### config.mk
export PLATFORM = sky130hd
export DESIGN_NAME = harp_sync_receiver
export DESIGN_NICKNAME = d
export VERILOG_FILES = /design/src/rtl/harp_pkg.sv /design/src/rtl/harp_packet_parser.sv /design/src/rtl/harp_sync_receiver.sv
export SDC_FILE = /design/constraint.sdc
export NUM_CORES = 1
export LEC_CHECK = 0
export CAP_MARGIN = 20
export CORE_UTILIZATION = 37
export CTS_CLUSTER_SIZE = 16
export DETAILED_ROUTE_END_ITERATION = 16
export HOLD_SLACK_MARGIN = 0.15
export PLACE_DENSITY = 0.56
export SYNTH_ARGS = -nofsm -noshare
export SYNTH_HDL_FRONTEND = slang
export SYNTH_SLANG_ARGS = --single-unit
### constraint.sdc
create_clock -name clk -period 7.75 [get_ports clk]
set_input_delay 1.55 -clock clk [delete_from_list [all_inputs] [get_ports clk]]
set_output_delay 1.55 -clock clk [all_outputs]
set_load 0.05 [all_outputs]
### src/rtl/harp_pkg.sv
// harp_pkg: constants and parser state encoding shared by both ends of the
// Harp clock-synchronization link.
//   HARP_SYNC0 / HARP_SYNC1 : the two header bytes that open every packet
//   HARP_PKT_BYTES          : total packet length (2 header + 4 timestamp bytes)
//   parser_state_e          : receive parser states, exported for debug/checkers
package harp_pkg;

  localparam logic [7:0] HARP_SYNC0     = 8'hAA;
  localparam logic [7:0] HARP_SYNC1     = 8'hAF;
  localparam int         HARP_PKT_BYTES = 6;

  typedef enum logic [2:0] {
    HUNT  = 3'd0,
    SYNC1 = 3'd1,
    B0    = 3'd2,
    B1    = 3'd3,
    B2    = 3'd4,
    B3    = 3'd5
  } parser_state_e;

endpackage

### src/rtl/harp_packet_parser.sv
// harp_packet_parser: byte-level parser for the Harp timestamp packet
// (AA AF s0 s1 s2 s3, seconds little-endian) with an inter-byte timeout.
// Ports:
//   clk, reset     : clock, asynchronous active-high reset
//   run_i          : low holds the parser in HUNT
//   uart_data_i    : received byte, qualified by uart_valid_i
//   uart_valid_i   : one-cycle strobe per received byte
//   ts_o           : assembled timestamp, meaningful only while ts_valid_o is high
//   ts_valid_o     : combinational strobe in the cycle the final byte is presented
//   pkt_error_o    : registered one-cycle pulse on a bad header byte or timeout
//   state_o        : current parser state (debug)
module harp_packet_parser
  import harp_pkg::*;
#(
  parameter int BYTE_TIMEOUT_CYCLES = 2000
) (
  input  logic                              clk,
  input  logic                              reset,
  input  logic                              run_i,
  input  logic [7:0]                        uart_data_i,
  input  logic                              uart_valid_i,
  output logic [8*(HARP_PKT_BYTES-2)-1:0]   ts_o,
  output logic                              ts_valid_o,
  output logic                              pkt_error_o,
  output parser_state_e                     state_o
);

  localparam int TS_W = 8 * (HARP_PKT_BYTES - 2);
  localparam int TW   = $clog2(BYTE_TIMEOUT_CYCLES + 1);
  localparam logic [TW-1:0] TIMEOUT_LOAD = TW'(BYTE_TIMEOUT_CYCLES - 1);

  parser_state_e    state_q, state_d;
  logic [TW-1:0]    timer_q, timer_d;
  logic [TS_W-9:0]  ts_q, ts_d;
  logic             err_q, err_d;

  always_comb begin
    state_d    = state_q;
    timer_d    = timer_q;
    ts_d       = ts_q;
    err_d      = 1'b0;
    ts_valid_o = 1'b0;

    if (state_q != HUNT && timer_q != '0) begin
      timer_d = timer_q - 1'b1;
    end

    if (!run_i) begin
      state_d = HUNT;
    end else if (uart_valid_i) begin
      // A byte arriving on the expiry cycle wins over the timeout.
      timer_d = TIMEOUT_LOAD;
      case (state_q)
        HUNT: begin
          if (uart_data_i == HARP_SYNC0) state_d = SYNC1;
        end
        SYNC1: begin
          if (uart_data_i == HARP_SYNC1) begin
            state_d = B0;
          end else if (uart_data_i == HARP_SYNC0) begin
            state_d = SYNC1;
          end else begin
            state_d = HUNT;
            err_d   = 1'b1;
          end
        end
        B0: begin
          ts_d[7:0] = uart_data_i;
          state_d   = B1;
        end
        B1: begin
          ts_d[15:8] = uart_data_i;
          state_d    = B2;
        end
        B2: begin
          ts_d[23:16] = uart_data_i;
          state_d     = B3;
        end
        B3: begin
          ts_valid_o = 1'b1;
          state_d    = HUNT;
        end
        default: state_d = HUNT;
      endcase
    end else if (state_q != HUNT && timer_q == '0) begin
      state_d = HUNT;
      err_d   = 1'b1;
    end
  end

  always_ff @(posedge clk or posedge reset) begin
    if (reset) begin
      state_q <= HUNT;
      timer_q <= '0;
      ts_q    <= '0;
      err_q   <= 1'b0;
    end else begin
      state_q <= state_d;
      timer_q <= timer_d;
      ts_q    <= ts_d;
      err_q   <= err_d;
    end
  end

  // The top byte is taken straight from the bus so the strobe needs no extra cycle.
  assign ts_o        = {uart_data_i, ts_q};
  assign pkt_error_o = err_q;
  assign state_o     = state_q;

endmodule

### src/rtl/harp_sync_receiver.sv
// harp_sync_receiver: receive side of the Harp clock-synchronization link.
// Aligns a local seconds/sub-second counter to the boundary implied by each
// received timestamp packet and free-runs between packets.
// Ports:
//   clk, reset  : clock, asynchronous active-high reset
//   run         : enable; low clears counters, lock and the parser
//   uart_data   : received byte, qualified by uart_valid
//   uart_valid  : one-cycle strobe per received byte
//   seconds     : current Harp second
//   subsec      : clk cycles since the last second boundary
//   sec_tick    : one-cycle pulse in the first cycle of each new second
//   locked      : aligned to a received packet
//   pkt_error   : one-cycle pulse on a parse or timeout error
//   LED         : seconds[0]
module harp_sync_receiver
  import harp_pkg::*;
#(
  parameter int CLK_RATE_HZ         = 1000000,
  parameter int LAST_WORD_US        = 672,
  parameter int RX_LATENCY_CYCLES   = 100,
  parameter int BYTE_TIMEOUT_CYCLES = 2000,
  parameter int MISS_LIMIT          = 3,
  parameter int COUNTER_WIDTH       = $clog2(CLK_RATE_HZ)
) (
  input  logic                     clk,
  input  logic                     reset,
  input  logic                     run,
  input  logic [7:0]               uart_data,
  input  logic                     uart_valid,
  output logic [31:0]              seconds,
  output logic [COUNTER_WIDTH-1:0] subsec,
  output logic                     sec_tick,
  output logic                     locked,
  output logic                     pkt_error,
  output logic                     LED
);

  localparam longint BOUNDARY_DELAY_L =
    (longint'(LAST_WORD_US) * longint'(CLK_RATE_HZ)) / longint'(1000000)
    - longint'(RX_LATENCY_CYCLES);
  localparam int BOUNDARY_DELAY = int'(BOUNDARY_DELAY_L);

  if (BOUNDARY_DELAY_L < 2) begin : g_bad_boundary_delay
    $error("harp_sync_receiver: BOUNDARY_DELAY must be at least 2 cycles");
  end

  localparam int CD_W = (BOUNDARY_DELAY > 2) ? $clog2(BOUNDARY_DELAY) : 1;
  localparam int MC_W = $clog2(MISS_LIMIT + 1);
  // Counter is loaded at the final-byte edge; firing D-1 edges later puts
  // the tick in cycle v+D.
  localparam logic [CD_W-1:0]          CD_LOAD    = CD_W'(BOUNDARY_DELAY - 2);
  localparam logic [COUNTER_WIDTH-1:0] LAST_CYCLE = COUNTER_WIDTH'(CLK_RATE_HZ - 1);
  localparam logic [MC_W-1:0]          MISS_MAX   = MC_W'(MISS_LIMIT);

  logic [31:0]              ts;
  logic                     ts_valid;
  parser_state_e            parser_state;

  harp_packet_parser #(
    .BYTE_TIMEOUT_CYCLES(BYTE_TIMEOUT_CYCLES)
  ) u_parser (
    .clk         (clk),
    .reset       (reset),
    .run_i       (run),
    .uart_data_i (uart_data),
    .uart_valid_i(uart_valid),
    .ts_o        (ts),
    .ts_valid_o  (ts_valid),
    .pkt_error_o (pkt_error),
    .state_o     (parser_state)
  );

  logic [31:0]              seconds_q, seconds_d;
  logic [COUNTER_WIDTH-1:0] subsec_q, subsec_d;
  logic                     tick_q, tick_d;
  logic                     locked_q, locked_d;
  logic [MC_W-1:0]          miss_q, miss_d;
  logic                     armed_q, armed_d;
  logic [CD_W-1:0]          cd_q, cd_d;
  logic [31:0]              pend_ts_q, pend_ts_d;
  logic                     fire;

  always_comb begin
    seconds_d = seconds_q;
    subsec_d  = subsec_q + 1'b1;
    tick_d    = 1'b0;
    locked_d  = locked_q;
    miss_d    = miss_q;
    armed_d   = armed_q;
    cd_d      = cd_q;
    pend_ts_d = pend_ts_q;
    fire      = armed_q && (cd_q == '0);

    if (!run) begin
      seconds_d = '0;
      subsec_d  = '0;
      locked_d  = 1'b0;
      miss_d    = '0;
      armed_d   = 1'b0;
      cd_d      = '0;
    end else begin
      if (armed_q && !fire) begin
        cd_d = cd_q - 1'b1;
      end

      if (fire) begin
        seconds_d = pend_ts_q + 32'd1;
        subsec_d  = '0;
        tick_d    = 1'b1;
        locked_d  = 1'b1;
        miss_d    = '0;
        armed_d   = 1'b0;
      end else if (!armed_q && !ts_valid && subsec_q == LAST_CYCLE) begin
        // While a boundary is pending the wrap is held off and subsec keeps
        // counting past LAST_CYCLE, absorbing drift against the transmitter.
        seconds_d = seconds_q + 32'd1;
        subsec_d  = '0;
        tick_d    = 1'b1;
        if (miss_q != MISS_MAX) begin
          miss_d = miss_q + 1'b1;
        end
        if (miss_q + 1'b1 >= MISS_MAX) begin
          locked_d = 1'b0;
        end
      end

      // A newer packet restarts the countdown with its own timestamp.
      if (ts_valid) begin
        armed_d   = 1'b1;
        cd_d      = CD_LOAD;
        pend_ts_d = ts;
      end
    end
  end

  always_ff @(posedge clk or posedge reset) begin
    if (reset) begin
      seconds_q <= '0;
      subsec_q  <= '0;
      tick_q    <= 1'b0;
      locked_q  <= 1'b0;
      miss_q    <= '0;
      armed_q   <= 1'b0;
      cd_q      <= '0;
      pend_ts_q <= '0;
    end else begin
      seconds_q <= seconds_d;
      subsec_q  <= subsec_d;
      tick_q    <= tick_d;
      locked_q  <= locked_d;
      miss_q    <= miss_d;
      armed_q   <= armed_d;
      cd_q      <= cd_d;
      pend_ts_q <= pend_ts_d;
    end
  end

  // A completed packet always leaves the parser hunting for the next header.
  a_ts_valid_to_hunt: assert property (
    @(posedge clk) disable iff (reset) ts_valid |=> (parser_state == HUNT)
  );

  assign seconds  = seconds_q;
  assign subsec   = subsec_q;
  assign sec_tick = tick_q;
  assign locked   = locked_q;
  assign LED      = seconds_q[0];

endmodule

Word level (Yosys, flattened, before mapping)
Cells that the tools add are included.

storage, ports and cells
  flip-flop bits (word level) = 138
  bits in latches = 0
  RAM bits = 0
  memory bits (read-only) = 0
  bits of input ports = 12
  output and inout port bits = 56
  logic and storage cells = 100
  memories kept = 0

operators by class
  $add $sub $neg = 6
  multiply operators = 0
  div/mod/pow operators = 0
  magnitude comparators = 1
  equal/unequal tests = 16
  shift-type cells = 0
  muxes and demuxes = 42
  bitwise gates (word level) = 0
  reduce and logical (&&, ||, !) cells = 21

operators by type and width
  kind                                                                   count
  32-bit 2-to-1 mux                                                      3
  32-bit by 1-bit adder with 32-bit output, second input constant        2
  20-bit 2-to-1 mux                                                      3
  11-bit 2-to-1 mux                                                      3
  10-bit 2-to-1 mux                                                      3
  20-bit by 1-bit adder with 20-bit output, second input constant        1
  20-bit equality test, second input constant                            1
  1-bit 2-to-1 mux                                                       20
  3-bit by 1-bit != test with 1-bit output, second input constant        6
  8-bit equality test, second input constant                             2
  3-bit one-hot mux with 5 select lines                                  1
  3-bit 2-to-1 mux                                                       4
  11-bit logical NOT                                                     1
  11-bit nonzero test                                                    1
  11-bit by 1-bit subtractor with 11-bit output, second input constant   1
  10-bit logical NOT                                                     1
  2-bit 2-to-1 mux                                                       5
  10-bit by 1-bit subtractor with 10-bit output, second input constant   1
  3-bit AND reduction                                                    3
  2-bit AND reduction                                                    4
  3-bit by 2-bit equality test with 1-bit output, second input constant  2
  3-bit equality test, second input constant                             2
  1-bit logical AND                                                      6
  4-bit by 3-bit != test with 1-bit output, second input constant        1
  other kinds (7)                                                        9

Longest topological paths before layout
  word-level depth = 10
  gate-level depth with buffers = 18

Hierarchy
A second synthesis with hierarchy kept.

second synthesis, totals
  cells, all modules = 751
  area total of the unflattened synthesis = 7500.9 um2

by module, submodules not included
  module              instances  cells each  area each (um2)  sequential area each (um2)
  harp_sync_receiver  1          582         5584.1           2477.4
  harp_packet_parser  1          169         1916.8           975.9

Worst setup path after synthesis
Ideal clock, no wire load.

  path kind = reg-to-reg
  start point = register cd_q[0]
  end point = register seconds_q[20], in the netlist seconds[20]
  library setup time = 0.124 ns
  data arrival time = 3.690 ns
  data required time = 7.626 ns
  slack = 3.936 ns
  cell stages (with the launch flop) = 19
  buffers on the path = 5
  clock period less this slack = 3.814 ns
  cell sequence = dfrtp_1 -> inv_1 -> ha_1 -> nor4b_4 -> and4_1 -> buf_6 -> buf_6 -> buf_2 -> clkbuf_1 -> nand2_1 -> nand2_1 -> ha_1 -> nand3_1 -> mux2i_1 -> nand4_1 -> clkbuf_1 -> o31ai_1 -> a21oi_1 -> o31a_1

on the way
  word-level cells in the longest chain between the ends = 4
  elaborated cells on any way between the ends = 5
  those cells by class = eq/ne: 1; mux: 2; reduce/logical: 2

RTL lines
  element                 RTL line                   source
  from (decl)             harp_sync_receiver.sv:79   logic [CD_W-1:0] cd_q, cd_d;
  from (signal assigned)  harp_sync_receiver.sv:144  cd_q <= '0;
  from (signal assigned)  harp_sync_receiver.sv:153  cd_q <= cd_d;
  10-bit logical NOT (*)  harp_sync_receiver.sv:92   fire = armed_q && (cd_q == '0);
  1-bit logical AND (*)   harp_sync_receiver.sv:92
  32-bit 2-to-1 mux       harp_sync_receiver.sv:106  if (fire) begin
  32-bit 2-to-1 mux       harp_sync_receiver.sv:94   if (!run) begin
  to (signal assigned)    harp_sync_receiver.sv:147  seconds_q <= seconds_d;
  to (decl)               harp_sync_receiver.sv:73   logic [31:0] seconds_q, seconds_d;

Mark *: on every way between the ends. The rest lies on a longest branch, timed or not.
A chain may end at the register's enable or synchronous reset.

Worst setup path in the final report
  start point = register cd_q[0]
  end point = register seconds_q[26], in the netlist seconds[26]

The elaborated chain is that of the path after synthesis.

==> reports/qor.yml <==
status:
  status: "complete, no violations"
grt:
  grt.total_usage_pct: 20.1
  antenna_found_initial: 0
  grt_pass1_vias: 5692
  grt_max_degree: 80
  grt_pass1_wl_um: 31900
  gr-total-overflow: 0
power:
  power.density_mw_per_mm2: 188
  power_w: 0.00170
  vdd_drop_max_v: 0.000168
  power.leakage_nw: 3.84
place:
  place_congestion: 0.809
  io_buffer_count: 67
  post-place-ws_ns: 2.98
  place_inst: 1080
  hpwl_um: 13100
clock_tree:
  clkSinkCount: 138
  post_cts_resized: 0
  worstSkewPairLatency_ns: 0.43
  cts_buffers: 17
  clk_pin_slew_ns: 0.06
  post_cts_buffers: 0
  hold_buffers: 0
  cts_tree: "built"
  cts-root-buf: "clkbuf_16"
  cts_buffer_depth: 2
  htreeDepth: 4
sta:
  tns_ns: 0
  tightest_slew_ns: 0.953
  timing.final.crit_share_pct: 59.3
  layout_setup_ws_ns: 3.16
  setup_viol: 0
  maxSlewHeadroom_pct: 36.1
  rsz0062_at_grt: "false"
  finalHoldViolCount: 0
  skew_ns: 0.00734
  fmax_ghz: 0.218
  maxSlewViolCount: 0
  fin_crit_ns: 4.59
detailed_routing:
  drt_iter0_markers: 464
  drt_wl_total_um: 19400
  antenna_left: 0
  wl_per_cell_um: 17.4
  drt_pass1_iterations: 8
  via_per_inst: 5.38
  drc: 0
  dr_total_vias: 5991
layout:
  regArea_mm2: 0.00345
  multi_input_area_mm2: 0.00387
  nFillCells: 1849
  drive_gt1_share_pct: 13.6
  area.growth.synth_to_final_pct: 20.2
  diodes: 0
  instances_no_fill: 1113
  nNetsFinal: 854
die:
  die_y_um: 145
  dieArea_mm2: 0.0210
  design.core.area_mm2: 0.0197
  fp-row-count: 51
  num_io_pins: 68
  die_x_um: 145
  start_util_pct: 38.3
yosys:
  synth_cell_types: 64
  synth_ff_type: "dfrtp_1"
  synth-edff-count: 0
  synthCells: 775
  ys_seq_elements: 138
  yosys_warnings: 0
  avgSynthCellArea_um2: 9.75
  syn_nets: 794
  synth-seq-area-share_pct: 45.7
  syn_area_mm2: 0.00755
  ys_async_sr_fraction_pct: 100
worst_hold_path:
  hp-start: "u_parser.ts_q[8]"
  min_path_type: "register to register"
setup_path:
  crit_buf_inv: 2
  path_cells: "inv_1, ha_1, nor4b_4, and4_2, buf_4, nand2_1, nand2_1, ha_1, nand3_1, mux2i_1, nand4_1, nor3_1, a21oi_1, a311oi_1"
  cp_top_family: "simple AND/OR/NAND/NOR gates"
  cp.depth: 14
  r2r-start: "cd_q[0]"
  cpPeakStageDelay_ns: 0.65
  slowest_stage: "nor3_1"
  crit_path_end: "seconds[26]"
  path_class: "register to register"
  reg2reg_depth: 14
  crit_fanout: 43
  endpoint_kind: "register"
  r2r_end: "seconds[26]"
  cp.required_ns: 8.08
  critical_path.startpoint_type: "register"
  crit_path_start: "cd_q[0]"
  arrival_ns: 4.92
  rrSetupSlack_ns: 3.16
job:
  maxCapViolCount: 0
==> worst min path at each step <==
| stage | to | slack [ns] | cells past startpoint |
|---|---|---|---|
| 2_1_floorplan | pend_ts_q[15] | 0.47 | 1 |
| 3_3_place_gp | pend_ts_q[13] | 0.48 | 1 |
| 3_5_place_dp | pend_ts_q[13] | 0.49 | 1 |
| 4_1_cts | pend_ts_q[13] | 0.50 | 1 |
| 5_1_grt | u_parser.ts_q[15] | 0.51 | 1 |
| 6_report | pend_ts_q[8] | 0.50 | 1 |
==> synth_stat cells (4+ instances only) <==
cell type / n / share of area, %
o22ai_1: 19 / 1.6
o31ai_1: 5 / 0.50
nor4b_1: 4 / 0.46
inv_1: 18 / 0.89
mux2i_1: 31 / 4.1
buf_6: 4 / 0.60
nor4_1: 15 / 1.2
dfrtp_1: 138 / 46
nor3_1: 17 / 1.1
clkbuf_1: 29 / 1.4
a211o_1: 5 / 0.58
nand2_1: 120 / 6.0
or4_1: 6 / 0.60
a211oi_1: 9 / 0.89
a21oi_1: 28 / 1.9
xnor2_1: 28 / 3.2
and2_1: 4 / 0.33
nor2_1: 66 / 3.3
nand4_1: 12 / 0.99
nand3_1: 36 / 2.4
xor2_1: 21 / 2.4
o21ai_0: 17 / 1.1
and3_1: 14 / 1.2
mux2_2: 57 / 8.5
a31oi_1: 4 / 0.33
or3_1: 4 / 0.33
ha_1: 7 / 1.2
==> cells in the final DEF (no fill, tap or decap), types with 17 or more instances in the layout <==
cell / instances
nand3_1: 36
mux2_2: 57
dfrtp_1: 138
xor2_1: 21
a21oi_1: 28
clkdlybuf4s50_1: 67
xnor2_1: 28
clkbuf_16: 17
o22ai_1: 19
o21ai_0: 17
nor2_1: 66
mux2i_1: 31
inv_1: 17
nand2_1: 120
==> state kept, by name, indices dropped and copies added (netlist names) <==
signal                flops
sec_tick                  1
armed_q                   1
u_parser.timer_q         11
cd_q                     10
u_parser.pkt_error_o      1
seconds                  32
locked                    1
pend_ts_q                32
u_parser.ts_q            24
miss_q                    2
subsec                   20
u_parser.state_o          3
==> through the flow <==
step | instance area [um^2] | hold WS, ns | utilization, %
after floorplan | 7550 | 0.474 | -
after global placement | 8470 | 0.481 | 42.9
after detailed placement | 8470 | 0.489 | 42.9
after CTS | 9050 | 0.503 | 45.9
after global routing | 9080 | 0.514 | 46.0
final | 9080 | 0.499 | 46.0
==> power breakdown <==
part | switching (W) | total [W] | leakage [nW] | internal [W]
logic | 0.0000758 | 0.000122 | 1.70 | 0.0000462
registers | 0.0000219 | 0.000762 | 1.87 | 0.000740
clock network | 0.000335 | 0.000819 | 0.273 | 0.000484
total | 0.000433 | 0.00170 | 3.84 | 0.00127
==> routing by layer <==
metal  GRT usage [%]  part of all wire, %
met2            29.3                   44
met3            3.72                  4.6
met5               0                    0
met4            6.32                  1.3
met1            29.9                   50
==> kinds of logic after synthesis <==
kind of cell | synth area share, %
and+or+nand+nor | 21.2
muxes | 13.5
DFF | 45.7
buffers and inverters | 3.15
xor gates and xnor gates | 5.68
AOI/OAI and AO/OA | 9.59
adders and majority gates | 1.16
==> cell type report <==
cell class | count | share of cell area [%]
timing repair buffer | 77 | 8.43
multi-input combinational | 583 | 42.6
inverter | 18 | 0.799
tap | 265 | 3.65
clock buffer | 19 | 4.88
clock inverter | 13 | 1.57
sequential | 138 | 38.0
Note: power is estimated with default switching activity, not from simulation.
